## src/rtl/seg_display_scheduler_pkg.sv

```systemverilog
// Shared definitions for the multiplexed 4-digit 7-segment display scheduler:
// display-source states, anode constants and the slot-to-anode table.
package seg_disp_pkg;

  localparam int NIBBLE_W = 4;
  localparam logic [3:0] AN_OFF = 4'b1111;

  typedef enum logic {
    SHOW_TIMER = 1'b0,
    SHOW_MSG   = 1'b1
  } disp_state_e;

  // Slot k drives anode bit k low; slot 0 is the rightmost digit.
  function automatic logic [3:0] slot_anode(input logic [1:0] slot);
    case (slot)
      2'd0:    return 4'b1110;
      2'd1:    return 4'b1101;
      2'd2:    return 4'b1011;
      default: return 4'b0111;
    endcase
  endfunction

endpackage

```

## src/rtl/seg_display_scheduler_if.sv

```systemverilog
// Display-source bus: timer and message inputs, message handshake, and the
// anode/digit outputs that feed the board and the external seg7 decoder.
interface seg_display_scheduler_if;
  logic [15:0] timer_bcd;
  logic [15:0] msg_bcd;
  logic        msg_req;
  logic        msg_ack;
  logic        msg_busy;
  logic        lz_blank;
  logic        blink_en;
  logic [3:0]  an;
  logic [3:0]  digit;

  modport master (
    output timer_bcd, msg_bcd, msg_req, lz_blank, blink_en,
    input  msg_ack, msg_busy, an, digit
  );

  modport slave (
    input  timer_bcd, msg_bcd, msg_req, lz_blank, blink_en,
    output msg_ack, msg_busy, an, digit
  );
endinterface

```

## src/rtl/seg_display_scheduler_prescaler.sv

```systemverilog
// Free-running divider: tick is high for one cycle every DIV clocks.
module refresh_prescaler #(
  parameter int DIV = 50_000
) (
  input  logic clk,
  input  logic rst_n,
  output logic tick
);

  localparam int DIV_C = (DIV < 1) ? 1 : DIV;
  localparam int CNT_W = (DIV_C > 1) ? $clog2(DIV_C) : 1;
  localparam logic [CNT_W-1:0] LAST = CNT_W'(DIV_C - 1);

  logic [CNT_W-1:0] count;

  assign tick = (count == LAST);

  // NOTE: state updates use <= so every register samples pre-edge values.
  always_ff @(posedge clk) begin
    if (!rst_n)     count <= '0;
    else if (tick)  count <= '0;
    else            count <= count + CNT_W'(1);
  end

endmodule

```

## src/rtl/seg_display_scheduler.sv

```systemverilog
// Scans the 4-digit display, arbitrates timer vs. held message, and applies
// leading-zero blanking and blink. Content changes only at frame boundaries.
module seg_display_scheduler
  import seg_disp_pkg::*;
#(
  parameter int REFRESH_DIV     = 50_000,
  parameter int MSG_HOLD_FRAMES = 1000,
  parameter int BLINK_FRAMES    = 125
) (
  input logic                    clk,
  input logic                    rst_n,
  seg_display_scheduler_if.slave bus
);

  localparam int HOLD_LOAD = (MSG_HOLD_FRAMES < 1) ? 1 : MSG_HOLD_FRAMES;
  localparam int HOLD_W    = $clog2(HOLD_LOAD + 1);
  localparam int BLINK_LEN = (BLINK_FRAMES < 1) ? 1 : BLINK_FRAMES;
  localparam int BLINK_W   = (BLINK_LEN > 1) ? $clog2(BLINK_LEN) : 1;
  localparam logic [BLINK_W-1:0] BLINK_LAST = BLINK_W'(BLINK_LEN - 1);

  logic                slot_tick;
  logic                frame_tick;
  logic [1:0]          slot;

  disp_state_e         state, state_nxt;
  logic [HOLD_W-1:0]   hold, hold_nxt;
  logic [15:0]         msg_buf, msg_buf_nxt;
  logic                ack_nxt, ack_q;

  logic [15:0]         shadow;
  logic                shadow_timer;
  logic                blink_on;
  logic [BLINK_W-1:0]  blink_cnt;

  logic                lz_dark, blink_dark;
  logic [3:0]          an_nxt, digit_nxt;
  logic [3:0]          an_q, digit_q;

  refresh_prescaler #(.DIV(REFRESH_DIV)) u_prescaler (
    .clk   (clk),
    .rst_n (rst_n),
    .tick  (slot_tick)
  );

  assign frame_tick = slot_tick && (slot == 2'd3);

  always_ff @(posedge clk) begin
    if (!rst_n)          slot <= 2'd0;
    else if (slot_tick)  slot <= slot + 2'd1;
  end

  // A request always wins over hold expiry on the same cycle.
  always_comb begin
    // NOTE: defaults first so no path leaves a signal unassigned (no latch).
    state_nxt   = state;
    hold_nxt    = hold;
    msg_buf_nxt = msg_buf;
    ack_nxt     = 1'b0;
    if (bus.msg_req) begin
      state_nxt   = SHOW_MSG;
      hold_nxt    = HOLD_W'(HOLD_LOAD);
      msg_buf_nxt = bus.msg_bcd;
      ack_nxt     = 1'b1;
    end else if (state == SHOW_MSG && frame_tick) begin
      if (hold == HOLD_W'(1)) begin
        state_nxt = SHOW_TIMER;
        hold_nxt  = '0;
      end else begin
        hold_nxt  = hold - HOLD_W'(1);
      end
    end
  end

  always_ff @(posedge clk) begin
    if (!rst_n) begin
      state   <= SHOW_TIMER;
      hold    <= '0;
      msg_buf <= '0;
      ack_q   <= 1'b0;
    end else begin
      state   <= state_nxt;
      hold    <= hold_nxt;
      msg_buf <= msg_buf_nxt;
      ack_q   <= ack_nxt;
    end
  end

  // Shadow latches a whole frame's content so the scan never tears.
  always_ff @(posedge clk) begin
    if (!rst_n) begin
      shadow       <= '0;
      shadow_timer <= 1'b1;
    end else if (frame_tick) begin
      shadow       <= (state == SHOW_MSG) ? msg_buf : bus.timer_bcd;
      shadow_timer <= (state == SHOW_TIMER);
    end
  end

  always_ff @(posedge clk) begin
    if (!rst_n) begin
      blink_on  <= 1'b1;
      blink_cnt <= '0;
    end else if (frame_tick) begin
      if (blink_cnt == BLINK_LAST) begin
        blink_cnt <= '0;
        blink_on  <= ~blink_on;
      end else begin
        blink_cnt <= blink_cnt + BLINK_W'(1);
      end
    end
  end

  always_comb begin
    digit_nxt  = shadow[{slot, 2'b00} +: NIBBLE_W];
    lz_dark    = bus.lz_blank && shadow_timer &&
                 (((slot == 2'd3) && (shadow[15:12] == 4'h0)) ||
                  ((slot == 2'd2) && (shadow[15:8] == 8'h00)));
    blink_dark = bus.blink_en && !blink_on;
    an_nxt     = (lz_dark || blink_dark) ? AN_OFF : slot_anode(slot);
  end

  always_ff @(posedge clk) begin
    if (!rst_n) begin
      an_q    <= AN_OFF;
      digit_q <= 4'h0;
    end else begin
      an_q    <= an_nxt;
      digit_q <= digit_nxt;
    end
  end

  assign bus.an       = an_q;
  assign bus.digit    = digit_q;
  assign bus.msg_ack  = ack_q;
  assign bus.msg_busy = (state == SHOW_MSG);

endmodule

```

## src/flat_wrapper.sv

```systemverilog
// flat-port wrapper written by rule: the top's interface ports become plain ports
module seg_display_scheduler_flat import seg_disp_pkg::*;
#(
  parameter int REFRESH_DIV     = 50_000,
  parameter int MSG_HOLD_FRAMES = 1000,
  parameter int BLINK_FRAMES    = 125
)
  (clk, rst_n, bus_timer_bcd, bus_msg_bcd, bus_msg_req, bus_lz_blank, bus_blink_en, bus_msg_ack, bus_msg_busy, bus_an, bus_digit);
  seg_display_scheduler_if bus_i ();
  input logic clk;
  input logic rst_n;
  input wire logic [$bits(bus_i.timer_bcd)-1:0] bus_timer_bcd;
  input wire logic [$bits(bus_i.msg_bcd)-1:0] bus_msg_bcd;
  input wire logic [$bits(bus_i.msg_req)-1:0] bus_msg_req;
  input wire logic [$bits(bus_i.lz_blank)-1:0] bus_lz_blank;
  input wire logic [$bits(bus_i.blink_en)-1:0] bus_blink_en;
  output wire logic [$bits(bus_i.msg_ack)-1:0] bus_msg_ack;
  output wire logic [$bits(bus_i.msg_busy)-1:0] bus_msg_busy;
  output wire logic [$bits(bus_i.an)-1:0] bus_an;
  output wire logic [$bits(bus_i.digit)-1:0] bus_digit;
  assign bus_i.timer_bcd = bus_timer_bcd;
  assign bus_i.msg_bcd = bus_msg_bcd;
  assign bus_i.msg_req = bus_msg_req;
  assign bus_i.lz_blank = bus_lz_blank;
  assign bus_i.blink_en = bus_blink_en;
  assign bus_msg_ack = bus_i.msg_ack;
  assign bus_msg_busy = bus_i.msg_busy;
  assign bus_an = bus_i.an;
  assign bus_digit = bus_i.digit;
  seg_display_scheduler #(.REFRESH_DIV(REFRESH_DIV), .MSG_HOLD_FRAMES(MSG_HOLD_FRAMES), .BLINK_FRAMES(BLINK_FRAMES)) u_core (.clk(clk), .rst_n(rst_n), .bus(bus_i));
endmodule
```

## config.mk

```make
export PLATFORM = sky130hd
export DESIGN_NAME = seg_display_scheduler_flat
export DESIGN_NICKNAME = d
export VERILOG_FILES = /design/src/rtl/seg_display_scheduler_pkg.sv /design/src/rtl/seg_display_scheduler_if.sv /design/src/rtl/seg_display_scheduler_prescaler.sv /design/src/rtl/seg_display_scheduler.sv /design/src/flat_wrapper.sv
export SDC_FILE = /design/constraint.sdc
export NUM_CORES = 1
export LEC_CHECK = 0
export ABC_CLOCK_PERIOD_IN_PS = 3200
export CELL_PAD_IN_SITES_DETAIL_PLACEMENT = 1
export CELL_PAD_IN_SITES_GLOBAL_PLACEMENT = 1
export CORE_ASPECT_RATIO = 0.6
export CORE_MARGIN = 8
export CORE_UTILIZATION = 39
export DETAILED_ROUTE_END_ITERATION = 16
export PLACE_DENSITY_LB_ADDON = 0.1
export SLEW_MARGIN = 20
export SYNTH_ARGS = -nofsm -noshare
export SYNTH_HDL_FRONTEND = slang
export SYNTH_SLANG_ARGS = --single-unit
```

## constraint.sdc

```tcl
create_clock -name clk -period 3.2 [get_ports clk]
set_input_delay 0.64 -clock clk [delete_from_list [all_inputs] [get_ports clk]]
set_output_delay 0.64 -clock clk [all_outputs]
set_load 0.005 [all_outputs]
```

==> flow_results.org <==
** STA
- Post-route minimum period :: 2.33 ns
- Fmax :: 429 MHz
- The number of pins with negative max-slew slack in the final report is 0.
- The count of endpoints failing hold in the final timing report came to 0.
- Setup violations remaining at the end of the flow were counted as 0.
- Setup repair after global routing left no endpoint under its margin.
- Post-route clock skew :: 0.00626 ns
- Worst path setup slack after routing :: 0.866 ns
- Summed negative setup slack over all endpoints :: 0 ns
- Worst-Margin Slew :: 0.630 ns
- Worst slew slack as a fraction of its limit :: 57.9%
- Dividing the final minimum period by the clock period gives 72.9%.

** Power and ir drop
- Leakage Power :: 0.00194 uW
- After layout, the design draws a total of 2230 uW.
- Total power per unit cell area :: 501 mW/mm^2
- Maximum vdd drop :: 0.000255 V

** Detailed routing
- TritonRoute pass-1 iters :: 4
- Post-detailed-route via-to-cell ratio :: 5.22
- DRC viols :: 0
- After detailed routing, the total wire length is 9230 um.
- Violation count after the first detailed-route iteration :: 166
- The final route contains 2,776 vias.
- After detailed routing, the average wire length per cell comes to 17.4 um.
- Antenna violation net count after detailed routing :: 0

** Global routing
- GR Overflow Total :: 0
- The initial antenna violation count is 0.
- Maximum number of pins on one net before global-route repair :: 39
- Combined global-route utilization of all metal layers :: 15.5%
- The first global-routing pass estimated 15,600 um of wire.
- The number of global-route vias before repair is 2,891.

** Layout
- After filler insertion, the fill cell instance count of the layout stands at 1,010.
- Sequential cell area :: 0.00158 mm^2
- For this run, the share of the core covered by cells in the final layout is 49.1%.
- After the last flow step, the layout net total stands at 458.
- Post-synthesis to final-layout area growth :: 23.8%
- Total area of multi-input combinational cells :: 0.00190 mm^2
- Share of cells above drive strength 1 :: 7.69%
- The number of antenna diodes in the final layout is 0.
- Final std cells w/o fill :: 532

** Setup path
- STA puts the critical path data required time at 3.43 ns.
- STA classifies the critical path endpoint as a register.
- Cells traversed along the worst timing path :: ha_1 -> and4_1 -> and4_1 -> buf_4 -> nand2_4 -> or4_1 -> o311a_1
- Kind of critical path :: register to register
- Worst-path cell with the longest stage delay :: sky130_fd_sc_hd__dfxtp_1
- Data on the critical path arrives at its endpoint at 2.56 ns.
- In this run the register-to-register setup slack is 0.87 ns.
- Grouping stages by cell kind, the critical path spends the most delay in simple AND/OR/NAND/NOR gates.
- Startpoint Class :: register
- Crit path buffers/inverters :: 1
- Max stage delay on crit path :: 0.61 ns
- The most numerous cell type found on the critical path is sky130_fd_sc_hd__and4_1.
- Critical path fanouts, max :: 10

** Floorplan
- Top Ports :: 47
- Effective utilization at floorplan :: 39.6%
- From left edge to right edge, the die measures 140 um.
- Full die area :: 0.0127 mm^2
- Core box area :: 0.00909 mm^2
- The floorplan step set the die height to 90.4 um.
- Number of rows created at floorplan :: 27

** Clock tree
- TritonCTS built the clock tree.
- Clock sink count :: 79
- Post-CTS Setup Bufs :: 0
- Clock-pin slew was measured on the worst setup and hold paths at 0.06 ns.
- Buffers from clock root to sink, at most :: 2
- In this run, post-CTS hold repair placed 0 buffers.
- Total CTS buffers :: 9
- Max H-tree Level :: 3
- Number of resized instances in the post-cts repair step :: 0
- For the worst-skew pair, the clock arrives at the later sink with an insertion delay of 0.34 ns.
- CTS placed an instance of sky130_fd_sc_hd__clkbuf_16 at the clock tree root.

** Synthesis
- Sorting the synthesized cells by area gives the leading types as sky130_fd_sc_hd__dfxtp_1 (44%), sky130_fd_sc_hd__mux2i_1 (9.2%), sky130_fd_sc_hd__o211a_1 (4.4%).
- Portion of the post-synthesis area used by sequential elements :: 43.9%
- In this run the cell area of the synthesized design comes to 0.00360 mm^2.
- In the synthesized netlist, the number of instances is 370.
- After synthesis the netlist holds a flip-flop and latch count of 79.
- YS warnings :: 0
- Avg Synthesized Cell Area :: 9.74 um^2
- Summing the areas of all compound-gate instances in the mapped netlist gives 8.65% of the synthesized area.
- After Yosys synthesis, XOR and XNOR cells account for 5.35% of the synthesized area.
- Most area-hungry cell type in the Yosys netlist :: sky130_fd_sc_hd__dfxtp_1
- Portion of netlist area occupied by mux cells :: 12.3%
- Number of enable flip-flop cells after synthesis :: 0
- Post-synth top flop :: sky130_fd_sc_hd__dfxtp_1
- Yosys mapped the design onto 44 distinct sky130hd cell types.
- Dominant combinational cell family by area after synthesis :: simple AND/OR/NAND/NOR gates
- After synthesis, the share of flip-flops with an asynchronous set or reset is 0%.
- Synthesized Nets :: 417
- Adder-cell share of the synthesized area :: 3.47%
- After synthesis, the largest area contributor takes up 43.9% of total cell area.
- Simple-Gate Fraction of Synth Area :: 22.9%

** Placed design
- Before CTS, the worst setup slack after placement is 0.838 ns.
- At the end of routability-driven placement, the weighted congestion stood at 0.750.
- Detail Placement HPWL :: 6590 um
- Input and output buffers added on the ports amount to 46.
- In this run, placement finished with an instance count of 516.

** Status
- Outcome :: finished, final reports clean

** Run
- Max-cap violations in this run came to 0.

** Hold path
- Worst min path class :: register to register
## power by group
group	switching [uW]	internal, uW
registers	16.0	1010
clock network	392	665
logic	66.8	86.2
total	475	1760
## worst register-to-register path, cell delays in order (launching register included)
cell and delay (ns):
sky130_fd_sc_hd__dfxtp_1 0.61, sky130_fd_sc_hd__ha_1 0.32, sky130_fd_sc_hd__and4_1 0.22, sky130_fd_sc_hd__and4_1 0.20
sky130_fd_sc_hd__buf_4 0.19, sky130_fd_sc_hd__nand2_4 0.11, sky130_fd_sc_hd__or4_1 0.43, sky130_fd_sc_hd__o311a_1 0.13
## final timing paths
kind                               start                     endpoint  depth (start not counted)
min          u_core.u_prescaler.count[0]  u_core.u_prescaler.count[0]                          1
max                       u_core.slot[0]               u_core.hold[8]                          7
max reg2reg               u_core.slot[0]               u_core.hold[8]                          7
min reg2reg  u_core.u_prescaler.count[0]  u_core.u_prescaler.count[0]                          1
## synth_stat cells, drive strengths merged (8+ instances only)
master	number
nor2b	20
ha	10
nand4	9
inv	9
xnor2	11
o211a	16
dfxtp	79
and2	8
nand2	37
mux2i	33
nor2	36
clkbuf	15
a21oi	8
xor2	11
## cell families after synthesis
family | after synthesis
simple gates | 151
buf+inv | 30
xor+xnor | 22
mux | 39
flops | 79
compound gates | 39
fa+ha+maj | 10
## area by class of cell
type / count / share of cell area, %
clock buffers: 13 / 6.06
inverters: 9 / 0.758
well taps: 116 / 3.25
flip-flops and latches: 79 / 35.5
multi-input cells: 261 / 42.5
repair buffers: 51 / 11.1
clock inverters: 3 / 0.898
## state kept, by name (all words and copies together) (netlist names)
register,flops
u_core.msg_buf,16
u_core.shadow,16
u_core.u_prescaler.count,16
u_core.hold,10
u_core.blink_cnt,7
u_core.bus.an,4
u_core.bus.digit,4
u_core.slot,2
u_core.blink_on,1
u_core.bus.msg_ack,1
u_core.bus.msg_busy,1
u_core.shadow_timer,1
## stage by stage
step	cell area, um^2	hold slack [ns]
after floorplan	3600	0.413
after global placement	4150	0.438
after detailed placement	4150	0.452
after CTS	4460	0.465
after global routing	4460	0.492
final	4460	0.463
## metal layers
layer | part of all wire [%] | GRT usage [%] | up-vias
li1 | - | - | 1379
met1 | 54 | 21.9 | 1345
met2 | 41 | 21.6 | 44
met3 | 3.8 | 4.80 | 8
met4 | 1.2 | 5.39 | 0
met5 | 0 | 0 | -
## cells in the final DEF, fill, tap and decap left out, drive strengths merged, types with 5 or more instances in the layout
master,n
clkdlybuf4s50,45
inv,9
nor4,5
and3,6
ha,10
mux2i,33
clkbuf,13
buf,6
xnor2,11
xor2,11
dfxtp,79
and2,8
o211a,16
nor2,36
and4,6
nand4,9
nand3,5
a21oi,8
nand2,37
nor2b,20
Note: power is estimated with default switching activity, not from simulation.
